`config.mk`:
```
export PLATFORM = sky130hd
export DESIGN_NAME = mac_issue_seq
export DESIGN_NICKNAME = d
export VERILOG_FILES = /design/src/rtl/mac_issue_seq.sv
export SDC_FILE = /design/constraint.sdc
export NUM_CORES = 1
export LEC_CHECK = 0
export ABC_CLOCK_PERIOD_IN_PS = 4150
export BUFFER_PORTS_ARGS = -buffer_cell sky130_fd_sc_hd__buf_2
export CORE_ASPECT_RATIO = 2
export CORE_MARGIN = 5
export CORE_UTILIZATION = 45
export DETAILED_ROUTE_END_ITERATION = 12
export GPL_ROUTABILITY_DRIVEN = 0
export PLACE_DENSITY_LB_ADDON = 0.3
export SYNTH_ARGS = -nofsm -noshare
export SYNTH_HDL_FRONTEND = slang
export SYNTH_SLANG_ARGS = --single-unit
```
`constraint.sdc`:
```
create_clock -name clk -period 4.15 [get_ports clk]
set_input_delay 0.2075 -clock clk [delete_from_list [all_inputs] [get_ports clk]]
set_output_delay 0.2075 -clock clk [all_outputs]
set_load 0.1 [all_outputs]
```
`src/rtl/mac_issue_seq.sv`:
```
// Issue sequencer and vector accumulator in front of the 16-multiplier MAC array.
// Beats are registered onto the MAC inputs, results are summed per vector and held until taken.
module mac_issue_seq #(
  parameter int INWID   = 4,
  parameter int OUT_BIT = 32,
  parameter int ACC_BIT = 40,
  parameter int CNT_BIT = 16
) (
  input  logic                 clk,
  input  logic                 reset,
  input  logic                 in_valid,
  output logic                 in_ready,
  input  logic [1:0]           in_code,
  input  logic [INWID*4-1:0]   in_a,
  input  logic [INWID*4-1:0]   in_b,
  input  logic                 in_last,
  output logic [1:0]           mac_ctrl,
  output logic [INWID*4-1:0]   mac_a,
  output logic [INWID*4-1:0]   mac_b,
  input  logic [OUT_BIT-1:0]   mac_out,
  output logic                 res_valid,
  input  logic                 res_ready,
  output logic [ACC_BIT-1:0]   res_data,
  output logic [CNT_BIT-1:0]   res_count
);

  typedef enum logic [1:0] {
    RUN   = 2'd0,
    FLUSH = 2'd1,
    HOLD  = 2'd2
  } state_t;

  state_t state, state_nxt;

  logic                       accept;
  logic                       vld_p1;
  logic                       last_p1;
  logic signed [ACC_BIT-1:0]  acc_p2;
  logic signed [ACC_BIT-1:0]  acc_nxt;
  logic [CNT_BIT-1:0]         cnt_p2;
  logic [CNT_BIT-1:0]         cnt_nxt;
  logic [ACC_BIT-1:0]         res_data_q;
  logic [CNT_BIT-1:0]         res_count_q;

  // Negations come back from the MAC as signed values, products as unsigned magnitudes.
  function automatic logic signed [ACC_BIT-1:0] ext_term(input logic [1:0]         code,
                                                        input logic [OUT_BIT-1:0] val);
    logic signed [OUT_BIT-1:0] sval;
    logic signed [ACC_BIT-1:0] term;
    sval = signed'(val);
    case (code)
      2'b01, 2'b10: term = ACC_BIT'(sval);
      2'b11:        term = signed'(ACC_BIT'(val));
      default:      term = '0;
    endcase
    return term;
  endfunction

  function automatic logic [CNT_BIT-1:0] sat_inc(input logic [CNT_BIT-1:0] c);
    return (&c) ? c : c + CNT_BIT'(1);
  endfunction

  assign accept    = in_valid && in_ready;
  assign in_ready  = reset && (state == RUN);
  assign res_valid = reset && (state == HOLD);
  assign res_data  = res_data_q;
  assign res_count = res_count_q;

  always_comb begin
    state_nxt = state;
    case (state)
      RUN:     if (accept && in_last) state_nxt = FLUSH;
      FLUSH:   if (vld_p1 && last_p1) state_nxt = HOLD;
      HOLD:    if (res_ready)         state_nxt = RUN;
      default: state_nxt = RUN;
    endcase
  end

  // p1: issue stage, MAC inputs driven straight from these registers
  always_ff @(posedge clk) begin
    if (!reset) begin
      state    <= RUN;
      vld_p1   <= 1'b0;
      last_p1  <= 1'b0;
      mac_ctrl <= '0;
      mac_a    <= '0;
      mac_b    <= '0;
    end else begin
      state   <= state_nxt;
      vld_p1  <= accept;
      last_p1 <= accept && in_last;
      if (accept) begin
        mac_ctrl <= in_code;
        mac_a    <= in_a;
        mac_b    <= in_b;
      end else begin
        mac_ctrl <= '0;
        mac_a    <= '0;
        mac_b    <= '0;
      end
    end
  end

  // p2: accumulate the MAC result of the beat currently in p1
  always_comb begin
    acc_nxt = acc_p2;
    cnt_nxt = cnt_p2;
    if (vld_p1) begin
      acc_nxt = acc_p2 + ext_term(mac_ctrl, mac_out);
      cnt_nxt = sat_inc(cnt_p2);
    end
  end

  always_ff @(posedge clk) begin
    if (!reset) begin
      acc_p2      <= '0;
      cnt_p2      <= '0;
      res_data_q  <= '0;
      res_count_q <= '0;
    end else begin
      if ((state == HOLD) && res_ready) begin
        acc_p2 <= '0;
        cnt_p2 <= '0;
      end else begin
        acc_p2 <= acc_nxt;
        cnt_p2 <= cnt_nxt;
      end
      // Result registers keep the last vector after the handshake clears the accumulator.
      if ((state == FLUSH) && (state_nxt == HOLD)) begin
        res_data_q  <= acc_nxt;
        res_count_q <= cnt_nxt;
      end
    end
  end

endmodule

```
==> summary.txt, run 1 <==
Clock network
  – Post-CTS setup buffers: 0
  – Clock-pin slew of the registers on the worst-case setup and hold paths: 0.07 ns
  – Root Buffer: clkbuf_16
  – CTS tree: built
  – Clock latency on the worst-skew pair: 0.43 ns
  – Deepest clock path buffer count: 2
  – CTS Buf Count: 17
  – Num Clock Sinks: 150
  – Htree depth: 4

Global route
  – First-pass GRT wire length: 34600 um
  – GR Overflow Total: 0
  – Vias in the first global route: 7280
  – Largest net degree at the start of global routing: 51
  – GRT Overall Usage: 22.4%
  – Initial antenna violation count: 0

Synthesis
  – Avg Inst Size Synth: 8.45 sq um
  – Ys async rst share: 0%
  – Register area share after synthesis: 40.4%
  – Multiplexer area fraction after synthesis: 3.92%
  – Yosys top cell area share: 40.4%
  – Netlist cell types: 58
  – Yosys reg bits: 150
  – Count leader, synth: dfxtp_1
  – Cell taking the most area after synthesis: dfxtp_1
  – Simple-Gate Fraction of Synth Area: 22.2%
  – Post-Syn Instances: 880
  – Primary FF master, synth: dfxtp_1
  – Synth Area in Compound Gates: 17.4%
  – Largest family of logic cells by synthesized area: simple AND/OR/NAND/NOR gates
  – Top post-synthesis cells by area: dfxtp_1 40%, ha_1 7.1%, nor2_1 5.4%
  – Netlist Area Pre-Place: 0.00744 sq mm
  – Ys Warns: 0
  – Post-synthesis adder-cell area fraction: 7.33%
  – Post-synth EDFFs: 0
  – Syn_nets: 994
  – XOR/XNOR share of the synthesized area: 5.48%
  – Synth top cells by count: 150 x dfxtp_1, 108 x nor2_1, 76 x nand2_1, 70 x a21oi_1, 42 x ha_1

Critical path
  – R2r setup slk: 0.22 ns
  – CP startpoint kind: register
  – Critical Path End Type: register
  – Worst-path fanout max: 30
  – Worst Path Required: 4.51 ns
  – Critical path arrival: 4.29 ns
  – Crit Path Category: register to register

Timing
  – RSZ-0062 raised after global routing: no
  – Final hold violation count: 0
  – Final Cycle Share: 94.8%
  – Final min period: 3.93 ns
  – Slew HR: 43.0%
  – Final setup fails: 0
  – Worst slew pin tran: 0.853 ns
  – Peak Freq: 254 MHz
  – Clock Skews: 0.0107 ns
  – Max Slew Vio Count: 0
  – Setup ws final: 0.217 ns
  – Setup tns final: 0 ns

Final layout
  – Design area: 0.00933 sq mm
  – Filler Cell Count: 1507
  – Share of layout cells above drive strength 1: 21.3%
  – Storage element area: 0.00301 sq mm
  – Area grow syn2layout: 25.5%
  – Antenna cell count: 0
  – Area of the multi-input gates: 0.00425 sq mm
  – Final #Nets: 1169

Routing
  – DRC: 0
  – TritonRoute pass-1 iters: 4
  – Final ANT Viol Nets: 0
  – Final WL: 21100 um
  – Via count: 6916
  – Vias per inst: 5.44
  – Initial DRC count: 239
  – Routed WL per cell: 16.6 um

Floorplanning
  – Die X-Extent: 101 um
  – Rows: 66
  – CORE AREA: 0.0163 sq mm
  – Die area: 0.0194 sq mm
  – Initial Util: 45.7%
  – Io pins: 163
  – Die Y-Extent: 192 um

Run
  – # Max-Cap Violations: 0

Placement
  – Dpl ws: 0.208 ns
  – Placed cell areas: 0.00845 sq mm
  – Port buffer count: 162
  – Post-DP HPWL: 15700 um

Pwr
  – Leakage power total: 4.22 nW
  – Pwr/cell area: 361 mW/mm^2
  – Pwr Total: 3.37 mW
  – Peak VDD IR: 0.284 mV

Outcome
  – Status: finished, final reports clean

Worst hold path
  – Hold WC Path Type: input pin to register
[cell usage in the layout (no fill, tap or decap), drive strengths merged, types with 8 or more instances in the layout]
cell,netlist,layout
a21oi,72,72
a211oi,32,32
nand2,77,77
o21ai,41,41
mux2i,28,28
nand4,8,8
dlygate4sd3,0,26
xor2,25,25
ha,42,42
nor2b,8,8
a31oi,9,9
nor2,108,108
nand3,36,36
and3,37,37
clkbuf,40,17
xnor2,19,19
nand2b,8,8
nor3,11,11
dfxtp,150,150
and2,39,39
buf,5,175
a21o,16,16
inv,15,24
[report_power, final]
part	internal [mW]	switching [mW]
sequential	1.46	0.0148
combinational	0.108	0.247
clock	0.850	0.688
total	2.42	0.950
[stage by stage]
stage	cells	hold slack [ns]	util, %
2_1_floorplan	880	0.353	-
3_3_place_gp	1214	0.438	52.0
3_5_place_dp	1214	0.441	52.0
4_1_cts	1272	0.000730	57.1
5_1_grt	1272	0.0121	57.4
6_report	1272	0.0156	57.4
[timing repair]
action / 4_1_cts / 5_1_grt
endpoints found under the hold margin: 26 / 0
endpoints found under the setup margin: 0 / 12
hold buffers: 26 / 0
gates resized for setup: 0 / 9
[worst max-delay path, stage by stage (launching register included)]
cell,delay (ns)
dfxtp_2,0.33
inv_1,0.04
ha_1,0.37
nor2_1,0.14
nor2_2,0.07
buf_12,0.16
and2_1,0.16
ha_1,0.35
a21o_1,0.25
a31oi_1,0.21
nor3b_2,0.22
a21oi_1,0.14
a221o_1,0.41
a31o_1,0.28
a31o_1,0.22
a311oi_2,0.31
mux2i_1,0.21
[routing by layer]
layer	part of all wire [%]	vias to the layer above	track usage [%]
met1	36	3211	21.8
met3	5.9	52	5.53
li1	-	3445	-
met2	54	208	41.7
met5	0	-	0
met4	3.9	0	12.9
[cells by family after synthesis]
group,count (synthesis)
adders and majority gates,43
buffers and inverters,62
DFF,150
and+or+nand+nor,344
muxes,29
AOI/OAI and AO/OA,207
xor gates and xnor gates,45
[state kept, by name, indices dropped and copies added, names as in the netlist, 2 cells and up]
register	flops
cnt_p2	16
mac_a	16
res_data	40
mac_b	16
mac_ctrl	2
acc_p2	40
res_count	16
state	2
[area by class of cell]
type / instances / share of cell area [%]
multi-input cells: 668 / 45.5
flip-flops and latches: 150 / 32.2
repair buffers: 201 / 12.7
clock buffers: 17 / 4.56
well taps: 204 / 2.73
clock inverters: 15 / 1.66
inverters: 17 / 0.684
[worst paths after layout]
path,from,end,depth (start not counted)
worst min-delay path,in_a[11],mac_a[11],2
worst max-delay path,mac_ctrl[0],acc_p2[39],16
worst max register to register,mac_ctrl[0],acc_p2[39],16
worst min register to register,res_data[28],res_data[28],2
Note: power is estimated with default switching activity, not from simulation.
==> inputs of run 2 (changes only) <==
--- a/config.mk
+++ b/config.mk
@@ -8,11 +8,10 @@
 export ABC_CLOCK_PERIOD_IN_PS = 4150
 export BUFFER_PORTS_ARGS = -buffer_cell sky130_fd_sc_hd__buf_2
 export CORE_ASPECT_RATIO = 2
-export CORE_MARGIN = 5
 export CORE_UTILIZATION = 45
 export DETAILED_ROUTE_END_ITERATION = 12
 export GPL_ROUTABILITY_DRIVEN = 0
-export PLACE_DENSITY_LB_ADDON = 0.3
+export PLACE_DENSITY = 0.68
 export SYNTH_ARGS = -nofsm -noshare
 export SYNTH_HDL_FRONTEND = slang
 export SYNTH_SLANG_ARGS = --single-unit
==> summary.txt, run 2 (synthesis results as in run 1) <==
Critical path
  – CP peak stage delay: 0.41 ns (about the same)
  – Worst Setup EP: acc_p2[27]
  – Worst Path Buf+Inv: 3 (+1)
  – Critical path arrival: 4.16 ns (-0.13 ns)
  – CP most frequent cell: nor2_1
  – Crit Path Category: register to register
  – WP depth: 17 (+1)
  – Crit path from: mac_ctrl[0]
  – CP max-delay cell: a21boi_0
  – Worst Path Required: 4.45 ns (-0.06 ns)
  – R2r setup slk: 0.28 ns (+0.07 ns)
  – R2R depth: 17 (+1)
  – CP startpoint kind: register
  – Worst R2R Start: mac_ctrl[0]
  – Critical path's top delay family: compound AO/OA/AOI/OAI gates
  – Critical Path End Type: register
  – Crit path cell chain: inv_1 -> ha_1 -> nor2_1 -> nor2_1 -> buf_4 -> and2_1 -> ha_1 -> a21oi_1 -> o21ai_0 -> o32ai_1 -> a31oi_1 -> buf_4 -> a21boi_0 -> o21ai_0 -> xor2_1 -> mux2i_1 -> nor2_1
  – RR Endpoint: acc_p2[27]
  – Worst-path fanout max: 19 (-37%)

Clock network
  – Root Buffer: clkbuf_16
  – Clock-pin slew of the registers on the worst-case setup and hold paths: 0.07 ns (about the same)
  – Deepest clock path buffer count: 2 (unchanged)
  – CTS Buf Count: 17 (unchanged)
  – Clock latency on the worst-skew pair: 0.43 ns (about the same)
  – Htree depth: 4 (unchanged)
  – CTS tree: built
  – Num Clock Sinks: 150 (unchanged)

Floorplanning
  – Rows: 66 (unchanged)
  – Initial Util: 46.0% (+0.23 points)
  – Io pins: 163 (unchanged)
  – Die area: 0.0171 sq mm (-12%)
  – CORE AREA: 0.0162 sq mm (-0.51%)
  – Die X-Extent: 92.9 um (-7.9%)
  – Die Y-Extent: 184 um (-4.2%)

Worst hold path
  – Hold Crit Depth: 2 (unchanged)
  – Hold WC Path Type: input pin to register

Timing
  – Final setup fails: 0 (unchanged)
  – Slew HR: 41.3% (-1.7 points)
  – Setup tns final: 0 ns (unchanged)
  – Max Slew Vio Count: 0 (unchanged)
  – RSZ-0062 raised after global routing: no
  – Peak Freq: 259 MHz (+1.7%)
  – Final min period: 3.87 ns (-0.0654 ns)
  – Clock Skews: 0.0122 ns (+0.00147 ns)
  – Worst slew pin tran: 0.878 ns (+0.0253 ns)
  – Final Cycle Share: 93.2% (-1.6 points)
  – Final hold violation count: 0 (unchanged)

Routing
  – Vias per inst: 5.54 (+1.9%)
  – Initial DRC count: 257 (+7.5%)
  – Final WL: 20700 um (-1.9%)
  – Final ANT Viol Nets: 0 (unchanged)
  – Routed WL per cell: 16.5 um (-0.70%)
  – DRC: 0 (unchanged)
  – Via count: 6959 (+0.62%)
  – TritonRoute pass-1 iters: 4 (unchanged)

Pwr
  – Clock Power Share: 47.5% (+1.9 points)
  – Flop pwr share: 42.8% (-1.1 points)
  – Int Power: 2.58 mW (+6.6%)
  – Switching Fraction: 25.4% (-2.8 points)
  – Pwr/cell area: 378 mW/mm^2 (+4.6%)
  – Leakage power total: 4.17 nW (-1.2%)
  – Switch Pwr: 0.879 mW (-7.5%)
  – Combinational share of power: 9.8% (-0.7 points)
  – Peak VDD IR: 0.341 mV (+20%)

Global route
  – GRT Overall Usage: 25.2% (+2.8 points)
  – First-pass GRT wire length: 33100 um (-4.3%)
  – GR Overflow Total: 0 (unchanged)
  – Initial antenna violation count: 1 (+1)
  – Vias in the first global route: 7114 (-2.3%)
  – Largest net degree at the start of global routing: 51 (unchanged)

Final layout
  – Final #Nets: 1153 (-1.4%)
  – Commonest non-fill, non-tap cell in the layout: buf_2
  – Most frequent cells in the layout: 162 x buf_2, 147 x dfxtp_1, 108 x nor2_1, 76 x nand2_1, 70 x a21oi_1
  – Share of layout cells above drive strength 1: 21.3% (-0.035 points)
  – Area grow syn2layout: 23.1%
  – Design area: 0.00916 sq mm (-1.9%)
  – Finished Layout Cells: 1256 (-1.3%)

Placement
  – Port buffer count: 162 (unchanged)
  – Post-DP HPWL: 15500 um (-0.91%)
  – Placed cell areas: 0.00847 sq mm (+0.21%)
  – Placed Instances: 1218 (+0.33%)

Run
  – # Max-Cap Violations: 0 (unchanged)

Outcome
  – Status: finished, final reports clean
-- run 2: cell types whose count changed in the layout (fill, tap and decap cells not counted), moves of 3 or more --
cell / previous run / this run
buf_4: 12 / 17
dlygate4sd3_1: 26 / 6
inv_8: 4 / 0
inv_6: 5 / 1
bufinv_16: 1 / 4
-- run 2: routing by layer --
metal  GRT usage, %  up-vias  part of all wire (%)
li1               -     3410                     -
met1           23.1     3245                    36
met2           47.6      232                    53
met3           5.25       72                   4.6
met4           17.9        0                   6.2
met5              0        -                     0
-- run 2: power groups by stage --
stage / logic (mW) / registers (mW) / clock network (mW)
2_1_floorplan: 0.133 / 1.62 / 0
3_3_place_gp: 0.332 / 1.51 / 0
3_5_place_dp: 0.334 / 1.51 / 0
4_1_cts: 0.339 / 1.48 / 1.66
5_1_grt: 0.359 / 1.48 / 1.73
6_report: 0.339 / 1.48 / 1.64
-- run 2: how the worst min path moves through the flow --
stage / startpoint / endpoint / slack (ns)
2_1_floorplan: in_valid / mac_ctrl[1] / 0.35
3_3_place_gp: in_a[0] / mac_a[0] / 0.44
3_5_place_dp: in_a[15] / mac_a[15] / 0.44
4_1_cts: in_a[12] / mac_a[12] / 0.0003
5_1_grt: in_b[10] / mac_b[10] / 0.001
6_report: in_a[5] / mac_a[5] / 0.01
-- run 2: repair_timing --
action,CTS,global route
hold buffers,6,0
setup buffers,0,0
endpoints found under the setup margin,0,1
hold endpoints to repair,6,0
gates resized for setup,0,1
-- run 2: cell type report --
type | count | area (sq um)
multi-input cells | 668 | 4210
fillers | 1609 | 7030
inverters | 17 | 63.8
clock buffers | 20 | 447
diodes | 1 | 2.50
clock inverters | 11 | 175
flip-flops and latches | 150 | 3010
well taps | 204 | 255
repair buffers | 185 | 998
-- run 2: worst register-to-register path, stage by stage (launching register included) --
cell and delay, ns:
dfxtp_2 0.34, inv_1 0.04, ha_1 0.30, nor2_1 0.05, nor2_1 0.15, buf_4 0.26
and2_1 0.17, ha_1 0.29, a21oi_1 0.26, o21ai_0 0.17, o32ai_1 0.35, a31oi_1 0.14
buf_4 0.18, a21boi_0 0.41, o21ai_0 0.18, xor2_1 0.19, mux2i_1 0.19, nor2_1 0.06
-- run 2: through the flow --
step	util (%)	power, mW	setup slack (ns)	hold WS (ns)
floorplan	-	1.75	0.202	0.353
global placement	52.3	1.84	0.362	0.438
global route	56.6	3.57	0.0170	0.000996
finish	56.6	3.46	0.283	0.00962
CTS	56.6	3.48	0.277	0.000319
detailed placement	52.3	1.85	0.340	0.442
==> inputs of run 3 (changes only) <==
--- a/config.mk
+++ b/config.mk
@@ -6,9 +6,10 @@
 export NUM_CORES = 1
 export LEC_CHECK = 0
 export ABC_CLOCK_PERIOD_IN_PS = 4150
-export BUFFER_PORTS_ARGS = -buffer_cell sky130_fd_sc_hd__buf_2
+export BUFFER_PORTS_ARGS = -buffer_cell sky130_fd_sc_hd__buf_4
 export CORE_ASPECT_RATIO = 2
 export CORE_UTILIZATION = 45
+export CTS_CLUSTER_SIZE = 40
 export DETAILED_ROUTE_END_ITERATION = 12
 export GPL_ROUTABILITY_DRIVEN = 0
 export PLACE_DENSITY = 0.68
==> summary.txt, run 3 (synthesis results as in run 1) <==
Outcome
  – Status: finished, final reports clean

Clock network
  – Deepest clock path buffer count: 2 (unchanged)
  – Clock latency on the worst-skew pair: 0.42 ns (about the same)
  – Post-CTS setup buffers: 0 (unchanged)
  – Root Buffer: clkbuf_16
  – Num Clock Sinks: 150 (unchanged)
  – CTS tree: built
  – CTS Buf Count: 17 (unchanged)
  – Clock-pin slew of the registers on the worst-case setup and hold paths: 0.06 ns (about the same)
  – Htree depth: 4 (unchanged)

Floorplanning
  – Die X-Extent: 92.9 um (unchanged)
  – Die area: 0.0171 sq mm (unchanged)
  – Rows: 66 (unchanged)
  – Io pins: 163 (unchanged)
  – CORE AREA: 0.0162 sq mm (unchanged)
  – Initial Util: 46.0% (unchanged)
  – Die Y-Extent: 184 um (unchanged)

Critical path
  – Critical Path End Type: register
  – Worst R2R Start: mac_ctrl[0]
  – Crit path from: mac_ctrl[0]
  – R2R depth: 16 (-1)
  – R2r setup slk: 0.33 ns (+0.05 ns)
  – RR Endpoint: acc_p2[39]
  – Worst-path fanout max: 25 (+6)
  – Crit path cell chain: inv_1 -> ha_1 -> nor2_1 -> nor2_2 -> buf_12 -> and2_1 -> ha_1 -> a21o_1 -> a31oi_1 -> nor3b_2 -> a21oi_1 -> a221o_1 -> a31o_1 -> a31o_1 -> a311oi_1 -> mux2i_1
  – CP max-delay cell: a221o_1
  – Critical path arrival: 4.17 ns (about the same)
  – Crit Path Category: register to register
  – Worst Setup EP: acc_p2[39]
  – CP peak stage delay: 0.41 ns (about the same)
  – CP startpoint kind: register
  – Worst Path Required: 4.51 ns (+0.06 ns)

Timing
  – Final hold slack: 0.0131 ns (+0.00349 ns)
  – Final Cycle Share: 92.0% (-1.2 points)
  – Final min period: 3.82 ns (-0.0514 ns)
  – Final setup fails: 0 (unchanged)
  – Max Slew Vio Count: 0 (unchanged)
  – Final hold violation count: 0 (unchanged)
  – Worst slew pin tran: 1.01 ns (+0.127 ns)
  – Peak Freq: 262 MHz (+1.3%)
  – Slew HR: 32.8% (-8.5 points)
  – Clock Skews: 0.0103 ns (-0.00187 ns)
  – Setup tns final: 0 ns (unchanged)
  – RSZ-0062 raised after global routing: no

Pwr
  – Clock Power Share: 44.8% (-2.7 points)
  – Switch Pwr: 0.883 mW (+0.48%)
  – Flop pwr share: 44.1% (+1.3 points)
  – Int Power: 2.47 mW (-4.3%)
  – Switching Fraction: 26.3% (+0.94 points)
  – Leakage power total: 4.20 nW (+0.71%)
  – Pwr/cell area: 352 mW/mm^2 (-6.9%)
  – Combinational share of power: 11.1% (+1.3 points)
  – Peak VDD IR: 0.290 mV (-15%)

Routing
  – Routed WL per cell: 16.8 um (+1.8%)
  – Via count: 6972 (+0.19%)
  – TritonRoute pass-1 iters: 5 (+1)
  – Vias per inst: 5.56 (+0.27%)
  – DRC: 0 (unchanged)
  – Initial DRC count: 271 (+5.4%)
  – Final WL: 21100 um (+1.7%)
  – Final ANT Viol Nets: 0 (unchanged)

Final layout
  – Area grow syn2layout: 28.1%
  – Final #Nets: 1153 (unchanged)
  – Antenna cell count: 0 (-1)
  – Share of layout cells above drive strength 1: 21.1% (-0.19 points)
  – Most frequent cells in the layout: 175 x buf_4, 147 x dfxtp_1, 107 x nor2_1, 76 x nand2_1, 70 x a21oi_1
  – Commonest non-fill, non-tap cell in the layout: buf_4

Global route
  – GRT Overall Usage: 25.9% (+0.70 points)
  – Initial antenna violation count: 0 (-1)
  – Largest net degree at the start of global routing: 52 (+2.0%)
  – First-pass GRT wire length: 34100 um (+3.2%)
  – GR Overflow Total: 0 (unchanged)
  – Vias in the first global route: 7149 (+0.49%)

Placement
  – Port buffer count: 162 (unchanged)
  – Post-DP HPWL: 15700 um (+0.84%)

Run
  – # Max-Cap Violations: 0 (unchanged)

Worst hold path
  – Hold WC Path Type: input pin to register
[run 3: changes by cell type in the layout (fill, tap and decap cells not counted), moves of 2 or more]
cell | previous run | this run
buf_4 | 17 | 175
bufinv_16 | 4 | 2
clkinv_2 | 1 | 3
clkinvlp_4 | 2 | 4
buf_2 | 162 | 0
dlygate4sd3_1 | 6 | 9
[run 3: per-layer routing]
layer | up-vias | track usage (%) | wire length, um
met3 | 76 | 4.96 | 924
met2 | 234 | 48.9 | 11500
li1 | 3416 | - | -
met1 | 3246 | 24.6 | 7430
met5 | - | 0 | 0
met4 | 0 | 16.9 | 1210
[run 3: timing repair]
item / in CTS / in global routing
hold buffers: 9 / 0
endpoints found under the setup margin: 0 / 7
resized for setup: 0 / 3
endpoints found under the hold margin: 9 / 0
[run 3: critical path: cells and delay by family (launching register included)]
kind,cells,cell delay [ns]
flops,1,0.34
buf+inv,2,0.19
simple gates,4,0.57
fa+ha+maj,2,0.66
mux,1,0.22
compound gates,7,1.77
[run 3: cell type report]
class / count / area [sq um]
Clock buffer: 19 / 433
Clock inverter: 12 / 131
Fill cell: 1557 / 6660
Inverter: 17 / 63.8
Multi-Input combinational cell: 668 / 4220
Sequential cell: 150 / 3010
Tap cell: 204 / 255
Timing Repair Buffer: 185 / 1420
[run 3: through the flow]
stage                     instance area, sq um  total power, mW  utilization, %  cells  setup slack, ns
after floorplan                           7440             1.75               -    880            0.202
after global placement                    8870             1.87            54.8   1215            0.383
after detailed placement                  8870             1.88            54.8   1215            0.321
after CTS                                 9520             3.38            58.8   1255            0.267
after global routing                      9530             3.46            58.9   1255           0.0290
final                                     9530             3.35            58.9   1255            0.334
[run 3: power by group through the flow]
stage / sequential (mW) / clock, mW / combinational, mW
2_1_floorplan: 1.62 / 0 / 0.133
3_3_place_gp: 1.51 / 0 / 0.362
3_5_place_dp: 1.51 / 0 / 0.365
4_1_cts: 1.48 / 1.52 / 0.372
5_1_grt: 1.48 / 1.59 / 0.394
6_report: 1.48 / 1.50 / 0.373
[run 3: how the worst min path moves through the flow]
stage              from          end  slack (ns)  cells past startpoint
2_1_floorplan  in_valid  mac_ctrl[1]        0.35                      1
6_report       in_a[13]    mac_a[13]        0.01                      2
5_1_grt        in_a[10]    mac_a[10]       0.001                      2
3_3_place_gp    in_a[8]     mac_a[8]        0.44                      2
4_1_cts        in_a[13]    mac_a[13]      0.0003                      2
3_5_place_dp   in_a[12]    mac_a[12]        0.44                      2
